<file path="src/rtl/fpu_pkg.sv">
// rtl/fpu_pkg.sv - shared binary32 field widths, saturation constants and stage types
package fpu_pkg;

    localparam int EXP_W    = 8;
    localparam int MAN_W    = 23;
    localparam int INT_W    = 32;
    localparam int EXP_BIAS = 127;

    localparam logic [EXP_W-1:0] EXP_MAX      = '1;
    localparam logic [INT_W-1:0] INT_MAX      = 32'h7FFF_FFFF;
    localparam logic [INT_W-1:0] INT_MIN      = 32'h8000_0000;
    // -2^31 is the only value with e = 158 that still fits in an int32
    localparam logic [31:0]      F32_NEG_2P31 = 32'hCF00_0000;

    // S1 payload: sign, rounded magnitude and the special-case flags
    typedef struct packed {
        logic             sign;
        logic             sat;
        logic             nan;
        logic [INT_W-1:0] mag;
    } s1_t;

    // Final result from an S1 payload: saturation select or conditional negation
    function automatic logic [INT_W-1:0] ftoi_finish(input s1_t s);
        logic [INT_W-1:0] r;
        if (s.sat) begin
            r = (s.nan || !s.sign) ? INT_MAX : INT_MIN;
        end else if (s.sign) begin
            r = ~s.mag + 1'b1;
        end else begin
            r = s.mag;
        end
        return r;
    endfunction

endpackage

</file>
<file path="src/rtl/ftoi_core.sv">
// rtl/ftoi_core.sv - combinational binary32 decode, align and round-half-away
module ftoi_core
    import fpu_pkg::*;
(
    input  logic [31:0] x,
    output s1_t         s1
);

    // e at or above E_ALIGN has no fraction bits left; below it we shift right
    localparam logic [EXP_W-1:0] E_HALF  = EXP_W'(EXP_BIAS - 1);
    localparam logic [EXP_W-1:0] E_ALIGN = EXP_W'(EXP_BIAS + MAN_W);
    localparam logic [EXP_W-1:0] E_SAT   = EXP_W'(EXP_BIAS + INT_W - 1);

    logic             sgn;
    logic [EXP_W-1:0] e;
    logic [MAN_W-1:0] m;
    logic [MAN_W:0]   sig;
    logic [EXP_W-1:0] down_amt;
    logic [EXP_W-1:0] up_amt;
    logic [MAN_W+1:0] t_down;
    logic [INT_W-1:0] mag_down;
    logic [INT_W-1:0] mag_up;

    assign sgn      = x[31];
    assign e        = x[30:23];
    assign m        = x[22:0];
    assign sig      = {1'b1, m};
    assign down_amt = E_ALIGN - e;
    assign up_amt   = e - E_ALIGN;

    // t_down keeps one extra LSB so bit 0 is the first discarded bit (the round bit)
    assign t_down   = {sig, 1'b0} >> down_amt;
    assign mag_down = {8'd0, t_down[MAN_W+1:1]} + {31'd0, t_down[0]};
    assign mag_up   = {8'd0, sig} << up_amt;

    // Classify the operand and pick the rounded magnitude or a saturation flag
    always_comb begin
        s1      = '0;
        s1.sign = sgn;
        if (e == EXP_MAX && m != '0) begin
            s1.sat = 1'b1;
            s1.nan = 1'b1;
        end else if (x == F32_NEG_2P31) begin
            s1.mag = INT_MIN;
        end else if (e >= E_SAT) begin
            s1.sat = 1'b1;
        end else if (e >= E_ALIGN) begin
            s1.mag = mag_up;
        end else if (e > E_HALF) begin
            s1.mag = mag_down;
        end else if (e == E_HALF) begin
            s1.mag = 32'd1;
        end else begin
            s1.mag = '0;
        end
    end

endmodule

</file>
<file path="src/rtl/ftoi.sv">
// rtl/ftoi.sv - two-stage binary32 to int32 converter with valid/ready handshake
module ftoi
    import fpu_pkg::*;
(
    input  logic             sys_clk,
    input  logic             rst,
    input  logic             in_valid,
    output logic             in_ready,
    input  logic [31:0]      x,
    output logic             out_valid,
    input  logic             out_ready,
    output logic [INT_W-1:0] y,
    output logic             ovf
);

    s1_t              core_s1;
    s1_t              s1_q;
    logic             s1_valid;
    logic             s2_valid;
    logic             s1_adv;
    logic             s2_adv;
    logic [INT_W-1:0] y_q;
    logic             ovf_q;

    ftoi_core u_core (
        .x  (x),
        .s1 (core_s1)
    );

    // A stage moves when it is empty or the stage below it moves this cycle
    assign s2_adv    = !s2_valid || out_ready;
    assign s1_adv    = !s1_valid || s2_adv;
    assign in_ready  = s1_adv;
    assign out_valid = s2_valid;
    assign y         = y_q;
    assign ovf       = ovf_q;

    // S1: capture the decoded, rounded operand
    always_ff @(posedge sys_clk or negedge rst) begin
        if (!rst) begin
            s1_valid <= 1'b0;
            s1_q     <= '0;
        end else if (s1_adv) begin
            s1_valid <= in_valid;
            if (in_valid) begin
                s1_q <= core_s1;
            end
        end
    end

    // S2: final signed result; bubbles load zero so y/ovf read 0 when idle
    always_ff @(posedge sys_clk or negedge rst) begin
        if (!rst) begin
            s2_valid <= 1'b0;
            y_q      <= '0;
            ovf_q    <= 1'b0;
        end else if (s2_adv) begin
            s2_valid <= s1_valid;
            y_q      <= s1_valid ? ftoi_finish(s1_q) : '0;
            ovf_q    <= s1_valid && s1_q.sat;
        end
    end

endmodule

</file>
<file path="config.mk">
export PLATFORM = sky130hd
export DESIGN_NAME = ftoi
export DESIGN_NICKNAME = d
export VERILOG_FILES = /design/src/rtl/fpu_pkg.sv /design/src/rtl/ftoi_core.sv /design/src/rtl/ftoi.sv
export SDC_FILE = /design/constraint.sdc
export NUM_CORES = 1
export LEC_CHECK = 0
export CORE_UTILIZATION = 40
export DETAILED_ROUTE_END_ITERATION = 12
export PLACE_DENSITY = 0.65
export RECOVER_POWER = 100
export SYNTH_ARGS = -nofsm -noshare
export SYNTH_HDL_FRONTEND = slang
export SYNTH_SLANG_ARGS = --single-unit
</file>
<file path="constraint.sdc">
create_clock -name sys_clk -period 2.53 [get_ports sys_clk]
set_input_delay 0.759 -clock sys_clk [delete_from_list [all_inputs] [get_ports sys_clk]]
set_output_delay 0.759 -clock sys_clk [all_outputs]
set_load 0.01 [all_outputs]
</file>
==> qor.yml, run 1 <==
outcome:
  outcome: "finished, violations left"
  violations: "negative setup slack"
floorplanning:
  initial_utilization_pct: 41.52
  core_um2: 17540
  die_width_um: 136.9
  pin_count: 71
  die_h_um: 136.9
  dieArea_um2: 18750
  rows: 48
job:
  drv_cap: 0
route:
  num_vias: 8726
  drt-initial-drc-count: 566
  routedWlPerCell_um: 19.02
  viasPerCell: 5.722
  detail_route.first_pass.iterations: 5
  drtAntennaViolNets: 0
  routed_wl_mm: 29.00
  drc: 0
clocking:
  htreeDepth: 3
  cts.clk_slew.worst_paths_ps: 60
  insertion_delay_ps: 340
  cts_buffers: 9
  clkSinkCount: 70
  cts_buffer_depth: 2
  cts_tree: "yes"
  clockRootBuffer: "clkbuf_16"
  cts_hold_buf: 0
sta:
  period_share_pct: 139.5
  setup_viol: 42
  max_freq_ghz: 0.2834
  hold_viol_final: 0
  drv_slew: 0
  period_needed_ps: 3529
  max_slew_margin_pct: 11.78
  tightest_slew_ps: 1323
  fin_skew_ps: 6.903
  grt_setup_unrepaired: "yes"
  fin_ws_ps: -998.7
logic_synthesis:
  yosysSeqAreaShare_pct: 24.06
  ys.flop_type: "dfrtp_1"
  yosys_warnings: 0
  async_reset_ff_share_pct: 100.0
  synth-edff-count: 0
  synth_cells: 947
  ys_ff_latch: 70
  ys_types: 72
  avgSynthCellArea_um2: 7.688
  netlist_area_um2: 7281
  synthesis.nets: 990
place:
  post-place-cells: 1449
  dpl_cell_area_um2: 10260
  gp_congestion: 0.9761
  portBuffers: 70
  dp_hpwl_mm: 21.28
grt:
  grt_util_met3_pct: 2.963
  top_usage_layer: "met2"
  overflow: 0
  grt_usage_pct: 31.03
  grt_pass1_vias: 8511
  grt.met2_usage_pct: 52.85
  grt_pass1_wl_mm: 44.66
  antenna_found_initial: 0
  grtUsageMet1_pct: 37.50
  grt_max_degree: 36
final_layout:
  fin_cells: 1525
  drive_gt1_share_pct: 43.85
  finalNetCount: 1338
  n_antenna_cell: 0
  stdcell_area_um2: 12080
  synthToLayoutAreaGrowth_pct: 65.85
worst_setup_path:
  reg2reg_setup_slack_ps: -270
  crit_arrival_ps: 3750
  cp_max_fo: 6
  cp-start-kind: "primary input"
  required_ps: 2750
  endpoint_kind: "flip-flop"
  crit_type: "in2reg"
pwr:
  power_density_nw_per_um2: 452.9
  total_power_mw: 5.468
  peakVddDrop_mv: 0.6127
  cellLeakagePower_nw: 5.290
min_path:
  hold_class: "reg2reg"
## synth_stat cells (all sizes together), types with 5 or more instances
| master | number | area share [%] |
|---|---|---|
| xnor2 | 45 | 5.5 |
| or4 | 5 | 0.52 |
| clkbuf | 41 | 2.1 |
| o221ai | 8 | 0.96 |
| o22ai | 6 | 0.52 |
| nor4 | 17 | 1.6 |
| o41ai | 5 | 0.60 |
| nand2b | 8 | 0.69 |
| inv | 13 | 0.67 |
| mux2i | 58 | 8.0 |
| nand3 | 24 | 1.6 |
| a21o | 7 | 0.72 |
| mux4 | 11 | 3.4 |
| nand4 | 14 | 1.4 |
| buf | 30 | 2.4 |
| or2 | 5 | 0.43 |
| nand2 | 148 | 7.6 |
| or3 | 11 | 0.95 |
| a21oi | 55 | 3.8 |
| dfrtp | 70 | 24 |
| nor2b | 6 | 0.55 |
| mux2 | 23 | 3.6 |
| nor2 | 94 | 4.9 |
| ha | 7 | 1.2 |
| a211oi | 11 | 1.2 |
| xor2 | 15 | 2.1 |
| o21ai | 85 | 5.8 |
| nor3 | 31 | 2.1 |
| o31ai | 13 | 1.3 |
| a22oi | 17 | 1.8 |
## critical path, cell delays in order
cell,delay (ps)
buf_8,100
buf_6,110
ha_4,240
buf_8,150
buf_6,120
buf_6,100
mux2i_1,120
mux4_2,520
nand4_1,130
nand4_1,200
nor2_2,330
nand4_4,180
buf_4,180
nor4_4,260
xnor2_1,160
o21ai_1,80
## repair_timing
| item | 4_1_cts | 5_1_grt |
|---|---|---|
| setup buffers | 51 | 10 |
| resized for setup | 214 | 119 |
| pin swaps | 51 | 47 |
| gates cloned | 2 | 1 |
| setup endpoints to repair | 43 | 45 |
## power breakdown
part	leakage (nW)	switching [mW]	internal, mW
clock network	0.161	0.523	0.876
registers	0.925	0.0687	1.24
logic	4.20	1.42	1.34
total	5.29	2.01	3.46
## cell usage in the layout, fill, tap and decap left out, drive strengths merged, types with 24 or more instances in the layout
cell type    instances
a21oi               55
buf                337
clkbuf              31
dfrtp               70
dlygate4sd3         34
mux2i               58
nand2              148
nand3               24
nor2                94
nor3                31
o21ai               85
xnor2               45
## registers in the layout (all words and copies together) (netlist names)
signal,flops
s1_q,35
y,32
out_valid,1
ovf,1
s1_valid,1
## kinds of logic after synthesis
logic type,after synthesis,share of synthesized area [%]
buffers and inverters,84,5.173
muxes,92,14.93
adders and majority gates,7,1.203
AOI/OAI and AO/OA,256,22.89
and+or+nand+nor,378,24.16
DFF,70,24.06
xor gates and xnor gates,60,7.579
## per-stage QoR
step	TNS, ps	hold WS, ps	util, %	setup WS [ps]
after floorplan	-28480	463.4	-	-1307
after global placement	-49260	452.0	58.51	-1762
after detailed placement	-51040	467.2	58.51	-1838
after CTS	-22810	379.4	67.10	-919.7
after global routing	-30190	498.1	68.86	-1136
final	-25220	470.9	68.86	-998.7
## cell type report
type                    instances  area, um^2
clock buffers                   9       225.2
clock inverters                 7       103.9
fillers                      1361        5461
inverters                      13       61.31
multi-input cells             793        6230
flip-flops and latches         70        1752
well taps                     225       281.5
repair buffers                408        3422
## worst paths after layout
path	start	to	depth (start not counted)
worst min-delay path	y[5]$_DFFE_PN0P_	y[5]$_DFFE_PN0P_	1
worst min register to register	y[5]$_DFFE_PN0P_	y[5]$_DFFE_PN0P_	1
max in group asynchronous	rst	y[16]$_DFFE_PN0P_	2
worst max register to register	s1_q[8]$_DFFE_PN0P_	y[30]$_DFFE_PN0P_	9
min in group asynchronous	rst	ovf$_DFFE_PN0P_	1
worst max-delay path	x[24]	s1_q[22]$_DFFE_PN0P_	16
## routing by layer
metal,routed length [um],vias to the layer above
li1,-,4174
met1,11950,4129
met2,13870,329
met3,1319,94
met4,1856,0
met5,0,-
No activity file was read; power rests on OpenSTA's default activity.
==> run 2, diff against run 1 <==
Clock period 2.53 ns to 2.9 ns, I/O delays scaled along.
==> qor.yml, run 2 (synthesized netlist as in run 1, its figures left out) <==
clocking:
  htreeDepth: 3  # unchanged
  clockRootBuffer: "clkbuf_16"
  insertion_delay_ps: 340  # about the same
  cts_tree: "yes"
  cts.clk_slew.worst_paths_ps: 60  # about the same
  clkSinkCount: 70  # unchanged
  cts_buffer_depth: 2  # unchanged
  cts_buffers: 9  # unchanged
floorplanning:
  dieArea_um2: 18750  # unchanged
  die_h_um: 136.9  # unchanged
  die_width_um: 136.9  # unchanged
  pin_count: 71  # unchanged
  rows: 48  # unchanged
  initial_utilization_pct: 41.52  # unchanged
  core_um2: 17540  # unchanged
pwr:
  peakVddDrop_mv: 0.5018  # -18%
  total_power_mw: 4.528  # -17%
  power_density_nw_per_um2: 389.3  # -14%
  cellLeakagePower_nw: 5.066  # -4.2%
place:
  dpl_worst_slack_ps: -1663  # +174.5 ps
  portBuffers: 70  # unchanged
  gp_congestion: 0.9634  # -1.3%
  dp_hpwl_mm: 20.37  # -4.3%
  post-place-cells: 1428  # -1.4%
grt:
  overflow: 0  # unchanged
  grt_pass1_vias: 7997  # -6.0%
  grt_max_degree: 37  # +2.8%
  grt_pass1_wl_mm: 42.12  # -5.7%
  grt_usage_pct: 29.03  # -2.0 points
  antenna_found_initial: 0  # unchanged
sta:
  period_needed_ps: 3661
  fin_ws_ps: -761.2  # +237.5 ps
  period_share_pct: 126.2
  setup_viol: 33  # -21%
  fin_skew_ps: 7.904  # +1.001 ps
  hold_viol_final: 0  # unchanged
  tightest_slew_ps: 1016  # -307.5 ps
  max_freq_ghz: 0.2731
  drv_slew: 0  # unchanged
  tns_ps: -16210  # +9009 ps
  grt_setup_unrepaired: "yes"
  max_slew_margin_pct: 32.28  # +21 points
min_path:
  hold_start: "ovf$_DFFE_PN0P_"
  hold_class: "reg2reg"
outcome:
  outcome: "finished, violations left"
  violations: "negative setup slack"
route:
  routed_wl_mm: 27.94  # -3.6%
  viasPerCell: 5.797  # +1.3%
  drc: 0  # unchanged
  num_vias: 8655  # -0.81%
  detail_route.first_pass.iterations: 7  # +2
  drt-initial-drc-count: 679  # +20%
  routedWlPerCell_um: 18.71  # -1.6%
  drtAntennaViolNets: 0  # unchanged
worst_setup_path:
  r2r_cells: 9  # unchanged
  r2r_start: "s1_q[8]$_DFFE_PN0P_"
  r2r_end: "y[30]$_DFFE_PN0P_"
  reg2reg_setup_slack_ps: 10  # +280 ps
  required_ps: 3110  # +360 ps
  cp_max_fo: 8  # +2
  cp-startpoint: "x[24]"
  crit_arrival_ps: 3870  # +120 ps
  cp-start-kind: "primary input"
  crit_type: "in2reg"
  crit_end: "s1_q[19]$_DFFE_PN0P_"
  endpoint_kind: "flip-flop"
final_layout:
  regMostFlops: "s1_q"
  final_cell_mix: "buf_4 (266), nand2_1 (139), nor2_1 (81)"
  multi_input_area_um2: 6152  # -1.2%
  final_util_pct: 66.33  # -2.5 points
  drive_gt1_share_pct: 42.35  # -1.5 points
  synthToLayoutAreaGrowth_pct: 59.77
  n_antenna_cell: 0  # unchanged
  finalNetCount: 1306  # -2.4%
  fillers: 1443  # +6.0%
  largest_reg_flops: 35  # unchanged
  regArea_um2: 1752  # unchanged
  final_common_cell: "buf_4"
  fin_cells: 1493  # -2.1%
job:
  drv_cap: 0  # unchanged
## run 2: cell types whose count changed in the layout (fill, tap and decap cells not counted), moves of 3 or more
cell,before,now
buf_6,40,27
buf_4,281,266
nor3_1,12,16
o21ai_1,32,23
buf_2,4,7
buf_12,8,4
o21ai_0,50,57
o31ai_1,7,11
o31ai_4,3,0
## run 2: worst max-delay path, stage by stage
cell and delay (ps):
buf_8 100, buf_6 120, ha_4 250, buf_8 150
buf_6 110, mux2i_2 180, mux4_2 500, nand4_1 100
nand4_1 220, a2111oi_4 390, buf_4 180, nand4_4 190
nor4_4 200, xor2_1 170, o221ai_1 110
## run 2: per-stage QoR
stage                     cell area, um^2  hold WS (ps)
after floorplan                      7463         478.2
after global placement              10010         452.5
after detailed placement            10010         464.0
after CTS                           11180         429.6
after global routing                11630         492.3
final                               11630         466.7
## run 2: power by group
group	total [mW]	internal, mW	switching, mW
combinational	2.24	1.07	1.17
sequential	1.16	1.08	0.0754
clock	1.13	0.694	0.431
total	4.53	2.85	1.68
## run 2: layout make-up
type | count | share of cell area (%)
clock buffer | 10 | 2.054
clock inverter | 6 | 0.5916
timing repair buffer | 376 | 26.46
sequential | 70 | 15.06
multi-input combinational | 793 | 52.89
tap | 225 | 2.420
inverter | 13 | 0.5271
## run 2: per-layer routing
layer | share of wire [%] | global-route usage [%] | routed length, um | up-vias
met2 | 48 | 49.15 | 13530 | 341
met1 | 42 | 36.58 | 11760 | 4128
li1 | - | - | - | 4101
met4 | 5.0 | 16.24 | 1397 | 0
met5 | 0 | 0 | 0 | -
met3 | 4.5 | 2.111 | 1254 | 85
## run 2: worst min path at each step
stage | to | slack [ps] | cells after the start
6_report | ovf$_DFFE_PN0P_ | 470 | 2
5_1_grt | y[5]$_DFFE_PN0P_ | 490 | 1
4_1_cts | s1_q[29]$_DFFE_PN0P_ | 430 | 1
3_5_place_dp | ovf$_DFFE_PN0P_ | 460 | 2
3_3_place_gp | ovf$_DFFE_PN0P_ | 450 | 2
2_1_floorplan | s1_q[32]$_DFFE_PN0P_ | 480 | 1
## run 2: what timing repair did
| action | CTS | global route |
|---|---|---|
| setup endpoints to repair | 33 | 34 |
| gates cloned | 1 | 0 |
| pin swaps | 37 | 52 |
| hold buffers | 0 | 0 |
| setup buffers | 33 | 16 |
| gates resized for setup | 190 | 126 |
